[src/rtl/maze_pkg.sv]
// maze_pkg: cell-state codes, command codes, packet layout and receiver FSM states shared by the maze update path
package maze_pkg;

    typedef enum logic [1:0] {
        CELL_UNSEEN   = 2'b00,
        CELL_VISITED  = 2'b01,
        CELL_ROBOT    = 2'b10,
        CELL_TREASURE = 2'b11
    } cell_e;

    typedef enum logic [1:0] {
        CMD_CLEAR    = 2'b00,
        CMD_VISIT    = 2'b01,
        CMD_ROBOT    = 2'b10,
        CMD_TREASURE = 2'b11
    } cmd_e;

    typedef enum logic [1:0] {
        ST_IDLE,
        ST_SHIFT,
        ST_CHECK,
        ST_WRITE
    } state_e;

    localparam int PKT_BITS = 8;

    typedef struct packed {
        logic [2:0] x;
        logic [2:0] y;
        cmd_e       cmd;
    } pkt_t;

endpackage

[src/rtl/sync_edge_detect.sv]
// sync_edge_detect: multi-flop synchroniser with single-cycle rise/fall pulses on the synchronised level
module sync_edge_detect #(
    parameter int   STAGES  = 2,
    parameter logic RST_VAL = 1'b0
) (
    input  logic clk,
    input  logic rst,
    input  logic d,
    output logic level,
    output logic rise,
    output logic fall
);
    logic [STAGES-1:0] sync_q, sync_d;
    logic              prev_q, prev_d;

    always_comb begin
        sync_d = {sync_q[STAGES-2:0], d};
        prev_d = sync_q[STAGES-1];
    end

    always_ff @(posedge clk or posedge rst) begin
        if (rst) begin
            sync_q <= {STAGES{RST_VAL}};
            prev_q <= RST_VAL;
        end else begin
            sync_q <= sync_d;
            prev_q <= prev_d;
        end
    end

    assign level = sync_q[STAGES-1];
    assign rise  = level & ~prev_q;
    assign fall  = ~level & prev_q;

endmodule

[src/rtl/maze_update_rx.sv]
// maze_update_rx: serial cell-update receiver maintaining the maze cell array with a registered read port
module maze_update_rx
    import maze_pkg::*;
#(
    parameter int GRID_W      = 4,
    parameter int GRID_H      = 5,
    parameter int SYNC_STAGES = 2
) (
    input  logic       CLOCK,
    input  logic       RESET,
    input  logic       SER_SCLK,
    input  logic       SER_SDATA,
    input  logic       SER_CS_N,
    input  logic [2:0] RD_X,
    input  logic [2:0] RD_Y,
    output logic [1:0] RD_STATE,
    output logic       PKT_VALID,
    output logic       PKT_ERR,
    output logic [2:0] ROBOT_X,
    output logic [2:0] ROBOT_Y
);
    localparam int N_CELLS = GRID_W * GRID_H;
    localparam int IW      = $clog2(2 * N_CELLS);

    logic sclk_level, sclk_rise, sclk_fall;
    logic cs_level, cs_rise, cs_fall;
    logic sdata, sdata_rise, sdata_fall;
    logic unused_sync;

    sync_edge_detect #(.STAGES(SYNC_STAGES), .RST_VAL(1'b0)) u_sclk (
        .clk(CLOCK), .rst(RESET), .d(SER_SCLK), .level(sclk_level), .rise(sclk_rise), .fall(sclk_fall)
    );
    // CS_N idles high, so its synchroniser resets high to avoid a phantom frame start.
    sync_edge_detect #(.STAGES(SYNC_STAGES), .RST_VAL(1'b1)) u_cs (
        .clk(CLOCK), .rst(RESET), .d(SER_CS_N), .level(cs_level), .rise(cs_rise), .fall(cs_fall)
    );
    sync_edge_detect #(.STAGES(SYNC_STAGES), .RST_VAL(1'b0)) u_sdata (
        .clk(CLOCK), .rst(RESET), .d(SER_SDATA), .level(sdata), .rise(sdata_rise), .fall(sdata_fall)
    );

    assign unused_sync = ^{sclk_level, sclk_fall, cs_level, sdata_rise, sdata_fall};

    state_e                 state_q, state_d;
    logic [3:0]             cnt_q, cnt_d;
    logic [PKT_BITS-1:0]    shift_q, shift_d;
    logic [2*N_CELLS-1:0]   cells_q, cells_d;
    logic [1:0]             rd_state_q, rd_state_d;
    logic                   valid_q, valid_d, err_q, err_d;
    logic [2:0]             robot_x_q, robot_x_d, robot_y_q, robot_y_d;

    pkt_t        pkt;
    logic        in_range, rd_in_range, robot_move;
    logic [IW-1:0] wr_base, old_base, rd_base;

    assign pkt         = pkt_t'(shift_q);
    assign in_range    = ({1'b0, pkt.x} < 4'(GRID_W)) && ({1'b0, pkt.y} < 4'(GRID_H));
    assign rd_in_range = ({1'b0, RD_X} < 4'(GRID_W)) && ({1'b0, RD_Y} < 4'(GRID_H));
    assign robot_move  = (pkt.cmd == CMD_ROBOT) && ((pkt.x != robot_x_q) || (pkt.y != robot_y_q));
    assign wr_base     = IW'(2 * (int'(pkt.y) * GRID_W + int'(pkt.x)));
    assign old_base    = IW'(2 * (int'(robot_y_q) * GRID_W + int'(robot_x_q)));
    assign rd_base     = IW'(2 * (int'(RD_Y) * GRID_W + int'(RD_X)));

    always_comb begin
        state_d    = state_q;
        cnt_d      = cnt_q;
        shift_d    = shift_q;
        cells_d    = cells_q;
        valid_d    = 1'b0;
        err_d      = 1'b0;
        robot_x_d  = robot_x_q;
        robot_y_d  = robot_y_q;
        rd_state_d = rd_in_range ? cells_q[rd_base +: 2] : 2'b00;
        case (state_q)
            ST_IDLE: begin
                if (cs_fall) begin
                    state_d = ST_SHIFT;
                    cnt_d   = 4'd0;
                end
            end
            ST_SHIFT: begin
                if (sclk_rise) begin
                    shift_d = {shift_q[PKT_BITS-2:0], sdata};
                    cnt_d   = (cnt_q == 4'd9) ? cnt_q : cnt_q + 4'd1;
                end
                if (cs_rise) begin
                    state_d = (cnt_q == 4'd8) ? ST_CHECK : ST_IDLE;
                    err_d   = (cnt_q != 4'd8);
                end
            end
            ST_CHECK: begin
                state_d = in_range ? ST_WRITE : ST_IDLE;
                valid_d = in_range;
                err_d   = !in_range;
            end
            ST_WRITE: begin
                state_d = ST_IDLE;
                if (robot_move) cells_d[old_base +: 2] = CELL_VISITED;
                cells_d[wr_base +: 2] = cell_e'(pkt.cmd);
                if (pkt.cmd == CMD_ROBOT) begin
                    robot_x_d = pkt.x;
                    robot_y_d = pkt.y;
                end
            end
        endcase
    end

    always_ff @(posedge CLOCK or posedge RESET) begin
        if (RESET) begin
            state_q    <= ST_IDLE;
            cnt_q      <= '0;
            shift_q    <= '0;
            cells_q    <= '0;
            rd_state_q <= '0;
            valid_q    <= 1'b0;
            err_q      <= 1'b0;
            robot_x_q  <= '0;
            robot_y_q  <= '0;
        end else begin
            state_q    <= state_d;
            cnt_q      <= cnt_d;
            shift_q    <= shift_d;
            cells_q    <= cells_d;
            rd_state_q <= rd_state_d;
            valid_q    <= valid_d;
            err_q      <= err_d;
            robot_x_q  <= robot_x_d;
            robot_y_q  <= robot_y_d;
        end
    end

    assign RD_STATE  = rd_state_q;
    assign PKT_VALID = valid_q;
    assign PKT_ERR   = err_q;
    assign ROBOT_X   = robot_x_q;
    assign ROBOT_Y   = robot_y_q;

endmodule

[config.mk]
export PLATFORM = sky130hd
export DESIGN_NAME = maze_update_rx
export DESIGN_NICKNAME = d
export VERILOG_FILES = /design/src/rtl/maze_pkg.sv /design/src/rtl/sync_edge_detect.sv /design/src/rtl/maze_update_rx.sv
export SDC_FILE = /design/constraint.sdc
export NUM_CORES = 1
export LEC_CHECK = 0
export CAP_MARGIN = 25
export CELL_PAD_IN_SITES_DETAIL_PLACEMENT = 1
export CELL_PAD_IN_SITES_GLOBAL_PLACEMENT = 2
export CORE_MARGIN = 5
export CORE_UTILIZATION = 43
export DETAILED_ROUTE_END_ITERATION = 6
export GPL_TIMING_DRIVEN = 0
export MAX_ROUTING_LAYER = met4
export PLACE_DENSITY_LB_ADDON = 0.1
export SLEW_MARGIN = 30
export SYNTH_ARGS = -nofsm -noshare
export SYNTH_HDL_FRONTEND = slang
export SYNTH_SLANG_ARGS = --single-unit
[constraint.sdc]
create_clock -name CLOCK -period 4.1 [get_ports CLOCK]
set_clock_uncertainty 0.05 [all_clocks]
set_input_delay 0.82 -clock CLOCK [delete_from_list [all_inputs] [get_ports CLOCK]]
set_output_delay 0.82 -clock CLOCK [all_outputs]
set_load 0.05 [all_outputs]
==> results of run 1 <==
[sequential cells by signal, summed over array words and instances, names as in the netlist]
name            count
u_sclk.prev_q       1
PKT_VALID           1
state_q             2
ROBOT_X             3
cnt_q               4
cells_q            40
ROBOT_Y             3
u_cs.sync_q         2
u_cs.prev_q         1
PKT_ERR             1
pkt                 8
RD_STATE            2
u_sdata.sync_q      2
u_sclk.sync_q       2
[layer usage]
layer | routed length [microns] | GRT usage [%] | vias up
li1 | - | - | 1723
met5 | 0 | - | -
met2 | 6390 | 35.1 | 65
met3 | 604 | 4.80 | 13
met4 | 148 | 5.85 | 0
met1 | 6480 | 32.3 | 1882
[cell usage after synthesis, drive strengths merged (4+ instances only)]
| master | instances |
|---|---|
| buf | 6 |
| xor2 | 12 |
| mux4 | 10 |
| o22ai | 8 |
| clkbuf | 11 |
| a211o | 4 |
| a31o | 5 |
| a21boi | 7 |
| nor2b | 5 |
| nand2 | 54 |
| mux2i | 12 |
| inv | 28 |
| o21ai | 18 |
| o31a | 4 |
| xnor2 | 5 |
| dfrtp | 69 |
| nand3 | 14 |
| a211oi | 4 |
| ha | 21 |
| nand4 | 9 |
| or3 | 6 |
| mux2 | 9 |
| a31oi | 14 |
| nor4 | 4 |
| and3 | 10 |
| nor3 | 12 |
| nor2 | 25 |
| a21oi | 18 |
[layout by cell type, fill, tap and decap left out, drive strengths merged, types with 18 or more instances in the layout]
master         instances
a21oi                 18
clkbuf                22
clkdlybuf4s50         18
dfrtp                 69
ha                    21
inv                   28
nand2                 54
nor2                  25
o21ai                 18
[worst max-delay path by stage]
stage / start / end / cells after the start
floorplan: ROBOT_X[2] / cells_q[27] / 8
global placement: RESET / cells_q[26] / 2
detailed placement: pkt[5] / cells_q[9] / 9
CTS: pkt[5] / cells_q[9] / 9
global route: pkt[5] / cells_q[9] / 9
finish: pkt[5] / cells_q[9] / 9
[kinds of logic after synthesis]
| kind of cell | after synthesis |
|---|---|
| compound gates | 104 |
| xor+xnor | 17 |
| fa+ha+maj | 21 |
| buf+inv | 46 |
| flops | 72 |
| mux | 31 |
| simple gates | 164 |
[critical path, stage by stage (launching register included)]
cell and delay [ns]:
dfrtp_1 0.40, clkbuf_1 0.33, clkbuf_1 0.53, inv_1 0.22
ha_1 0.36, xnor2_1 0.35, clkbuf_1 0.44, nand2_1 0.13
nor3_1 0.44, mux2_2 0.39
[layout make-up]
class,count,area (sq um),area share (%)
plain buffers,17,77.6,1.54
well taps,136,170,3.38
clock inverters,5,31.3,0.622
clock buffers,11,151,3.01
flip-flops and latches,72,1810,35.9
multi-input cells,337,2480,49.4
repair buffers,19,200,3.98
inverters,29,111,2.21
[stage by stage]
step	setup slack [ns]	power, uW	std cells
global placement	0.126	1730	609
global route	0.0748	2450	626
CTS	0.430	2310	626
floorplan	1.38	1480	455
finish	0.350	2290	626
detailed placement	0.471	1760	610
[report_power, final]
group          internal (uW)  switching, uW  total [uW]
sequential               762           68.4         830
clock                    251            286         537
combinational            282            645         927
total                   1290           1000        2290
==> results.yml, run 1 <==
run_status:
  status: "finished, final reports clean"
finish:
  drive_gt1_share_pct: 13.3
  insertedDiodeCount: 0
  nFillCells: 1171
  fin_util_pct: 49.2
  syn_to_final_growth_pct: 12.4
  final_cell_area_sq_um: 5030
  nets: 517
synth:
  synth_nets: 487
  async_reset_ff_share_pct: 100
  synth-simple-area-share_pct: 19.4
  synth-xor-area-share_pct: 3.83
  synth_ff_type: "dfrtp_1"
  synth_top_family_by_area: "simple AND/OR/NAND/NOR gates"
  synthDistinctLibCells: 65
  yosysSeqAreaShare_pct: 40.3
  synth_compound_area_share_pct: 16.4
  synth_top_area_share_pct: 38.6
  ys_seq_elements: 72
  synth_mux_area_share_pct: 9.98
  netlist_instances: 455
  synthAdderAreaFrac_pct: 5.87
  synth_top_cell_by_area: "dfrtp_1"
  ys_warn_count: 0
  synth_edf_count: 0
  synth_top_cells_by_area: "dfrtp_1, ha_1, mux4_2, nand2_1, mux2i_1"
  synth_area_per_cell_sq_um: 9.84
  syn_area_sq_um: 4480
pwr:
  max-vdd-ir-drop_uv: 314
  powerDensity_nw_per_um2: 456
  power.leakage_uw: 0.00225
sta:
  setup_viol: 0
  fin_setup_tns_ns: 0
  fmax_mhz: 267
  hold_viol: 0
  slew_headroom_pct: 49.6
  rsz0062_at_grt: "no"
  holdWs_ns: 0.307
  worst_pin_slew_ns: 0.750
  timing.final.crit_period_ns: 3.75
  timing.final.crit_share_pct: 91.5
  final_max_slew_viol_count: 0
critical_path:
  crit_arrival_ns: 3.95
  reg2reg_to: "cells_q[9]"
  cp.required_ns: 4.30
  worstPathMaxFanout: 10
  critPathCaptureType: "register"
  path_class: "register to register"
  worst-r2r-cell-count: 9
  reg2reg_setup_slack_ns: 0.35
  cp-start-kind: "register"
  reg2reg_from: "pkt[5]"
min_path:
  hold_depth: 0
  min_from: "u_sdata.sync_q[0]"
  min_to: "u_sdata.sync_q[1]"
  hold_path_class: "register to register"
cts:
  cts_made_buffers: 9
  htreeDepth: 3
  insertion_delay_ns: 0.35
  cts-root-buf: "clkbuf_8"
  post_cts_buffers: 0
  cts_tree: "done"
  hold_buffers: 0
  clock_path_buffers: 2
  clk_pin_slew_ns: 0.08
  cts.sinks: 72
  ctsResizeCount: 0
detailed_routing:
  drt_first_iter_violations: 211
  antenna_left: 0
  wirelength_mm: 13.6
  dr.pass1.iters: 4
  drc: 0
  viasPerCell: 5.88
  num_vias: 3683
  wl_per_cell_microns: 21.8
job:
  maxCapViolCount: 0
die:
  dieArea_sq_um: 12600
  start_util_pct: 43.8
  fp.coreArea_sq_um: 10200
  rows: 37
  die_h_microns: 112
  die_width_microns: 112
  ioPinCount: 21
placed_design:
  dp.final_hpwl_mm: 10.6
  io_buffers: 18
  post_dp_cell_area_sq_um: 4850
  gp_congestion: 0.872
global_route:
  grt_pass1_wl_mm: 22.0
  overflow: 0
  grt_start_max_net_pins: 40
  grt_antenna_before_repair: 0
  gr-usage-all-layers_pct: 23.2
  grt_pass1_vias: 3848
Note: power is estimated with default switching activity, not from simulation.
==> inputs of run 2 (changes only) <==
--- a/config.mk
+++ b/config.mk
@@ -8,7 +8,6 @@
 export CAP_MARGIN = 25
 export CELL_PAD_IN_SITES_DETAIL_PLACEMENT = 1
 export CELL_PAD_IN_SITES_GLOBAL_PLACEMENT = 2
-export CORE_MARGIN = 5
 export CORE_UTILIZATION = 43
 export DETAILED_ROUTE_END_ITERATION = 6
 export GPL_TIMING_DRIVEN = 0
@@ -17,4 +16,5 @@
 export SLEW_MARGIN = 30
 export SYNTH_ARGS = -nofsm -noshare
 export SYNTH_HDL_FRONTEND = slang
+export SYNTH_HIERARCHICAL = 1
 export SYNTH_SLANG_ARGS = --single-unit
==> results.yml, run 2 <==
finish:
  drive_gt1_share_pct: 14.3
  mostFrequentLayoutCells: "dfrtp_1, nand2_1, nor2_1, inv_1, o21ai_0"
  nets: 497
  syn_to_final_growth_pct: 12.5
  layout.cells.most_common: "dfrtp_1"
  max_flop_register: "cells_q"
  insertedDiodeCount: 0
  largest_reg_flops: 40
  fin_util_pct: 50.0
  final_cell_area_sq_um: 4890
placed_design:
  post_dp_cell_area_sq_um: 4720
  gp_congestion: 0.863
  dp.final_hpwl_mm: 9.65
  dp_slack_ns: 1.32
  io_buffers: 18
detailed_routing:
  wl_per_cell_microns: 21.1
  antenna_left: 0
  num_vias: 3520
  dr.pass1.iters: 4
  wirelength_mm: 12.7
  drc: 0
  drt_first_iter_violations: 167
  viasPerCell: 5.84
cts:
  post_cts_buffers: 0
  insertion_delay_ns: 0.36
  clock_path_buffers: 2
  cts_tree: "done"
  cts_made_buffers: 9
  hold_buffers: 0
  cts.sinks: 72
  htreeDepth: 3
  clk_pin_slew_ns: 0.08
  cts-root-buf: "clkbuf_8"
  ctsResizeCount: 0
sta:
  holdWs_ns: 0.306
  final_max_slew_viol_count: 0
  setup_viol: 0
  timing.final.crit_share_pct: 68.5
  setup_slack_ns: 1.29
  fmax_mhz: 356
  worst_pin_slew_ns: 0.736
  rsz0062_at_grt: "no"
  timing.final.crit_period_ns: 2.81
  fin_setup_tns_ns: 0
  slew_headroom_pct: 50.9
  hold_viol: 0
synth:
  ys_warn_count: 6
  syn_area_sq_um: 4340
  synth_nets: 467
  synth_area_per_cell_sq_um: 9.98
  netlist_instances: 435
pwr:
  powerDensity_nw_per_um2: 485
  p_switching_uw: 1030
  power.leakage_uw: 0.00212
  p_int_uw: 1340
  max-vdd-ir-drop_uv: 306
  p_clk_share_pct: 21.3
  seq_power_share_pct: 36.5
  comb_power_share_pct: 42.2
  p_sw_share_pct: 43.3
critical_path:
  cp.required_ns: 4.36
  critPathCaptureType: "register"
  crit_arrival_ns: 3.06
  worstPathMaxFanout: 10
  cp-start-kind: "register"
  path_class: "register to register"
min_path:
  hold_path_class: "register to register"
die:
  start_util_pct: 44.4
  ioPinCount: 21
  rows: 36
  dieArea_sq_um: 10500
  fp.coreArea_sq_um: 9770
  die_h_microns: 102
  die_width_microns: 102
global_route:
  grt_pass1_wl_mm: 20.3
  overflow: 0
  grt_pass1_vias: 3704
  gr-usage-all-layers_pct: 27.5
  grt_start_max_net_pins: 39
  grt_antenna_before_repair: 0
job:
  maxCapViolCount: 0
run_status:
  status: "finished, final reports clean"
[run 2: stage by stage]
step                      cells  total power (uW)
final                       603              2370
after global routing        603              2520
after CTS                   603              2380
after detailed placement    587              1880
after global placement      586              1840
after floorplan             435              1560
[run 2: layout make-up]
class	count	area [sq um]
Buffer	15	105
Fill cell	1150	4890
Multi-Input combinational cell	314	2310
Tap cell	133	166
Inverter	34	130
Clock inverter	4	20.0
Timing Repair Buffer	19	200
Sequential cell	72	1810
Clock buffer	12	145
[run 2: power groups by stage]
stage | logic [uW] | clock network (uW) | registers, uW
2_1_floorplan | 711 | 0 | 852
3_3_place_gp | 969 | 0 | 873
3_5_place_dp | 1000 | 0 | 879
4_1_cts | 1000 | 514 | 865
5_1_grt | 1100 | 539 | 876
6_report | 1000 | 506 | 865
[run 2: routing by layer]
| metal | global-route usage, % | up-vias | share of wire (%) |
|---|---|---|---|
| met5 | - | - | 0 |
| li1 | - | 1624 | - |
| met2 | 45.1 | 92 | 50 |
| met3 | 4.07 | 35 | 3.4 |
| met1 | 33.4 | 1769 | 43 |
| met4 | 12.6 | 0 | 3.6 |
[run 2: final timing paths]
path	slack, ns	startpoint	end	cells after the start
max	1.29	pkt[2]	cells_q[31]	7
min	0.31	u_cs/sync_q[0]	u_cs/sync_q[1]	0
max reg2reg	1.29	pkt[2]	cells_q[31]	7
min reg2reg	0.31	u_cs/sync_q[0]	u_cs/sync_q[1]	0
max in group asynchronous	2.65	RESET	cells_q[20]	3
min in group asynchronous	0.70	RESET	u_sdata/sync_q[0]	2
[run 2: worst max-delay path: stages, from the launching register on]
cell	delay [ns]
dfrtp_1	0.46
ha_1	0.23
ha_1	0.40
clkbuf_1	0.36
nor3_1	0.20
nor3_2	0.64
a32oi_1	0.19
a21bo_2	0.22
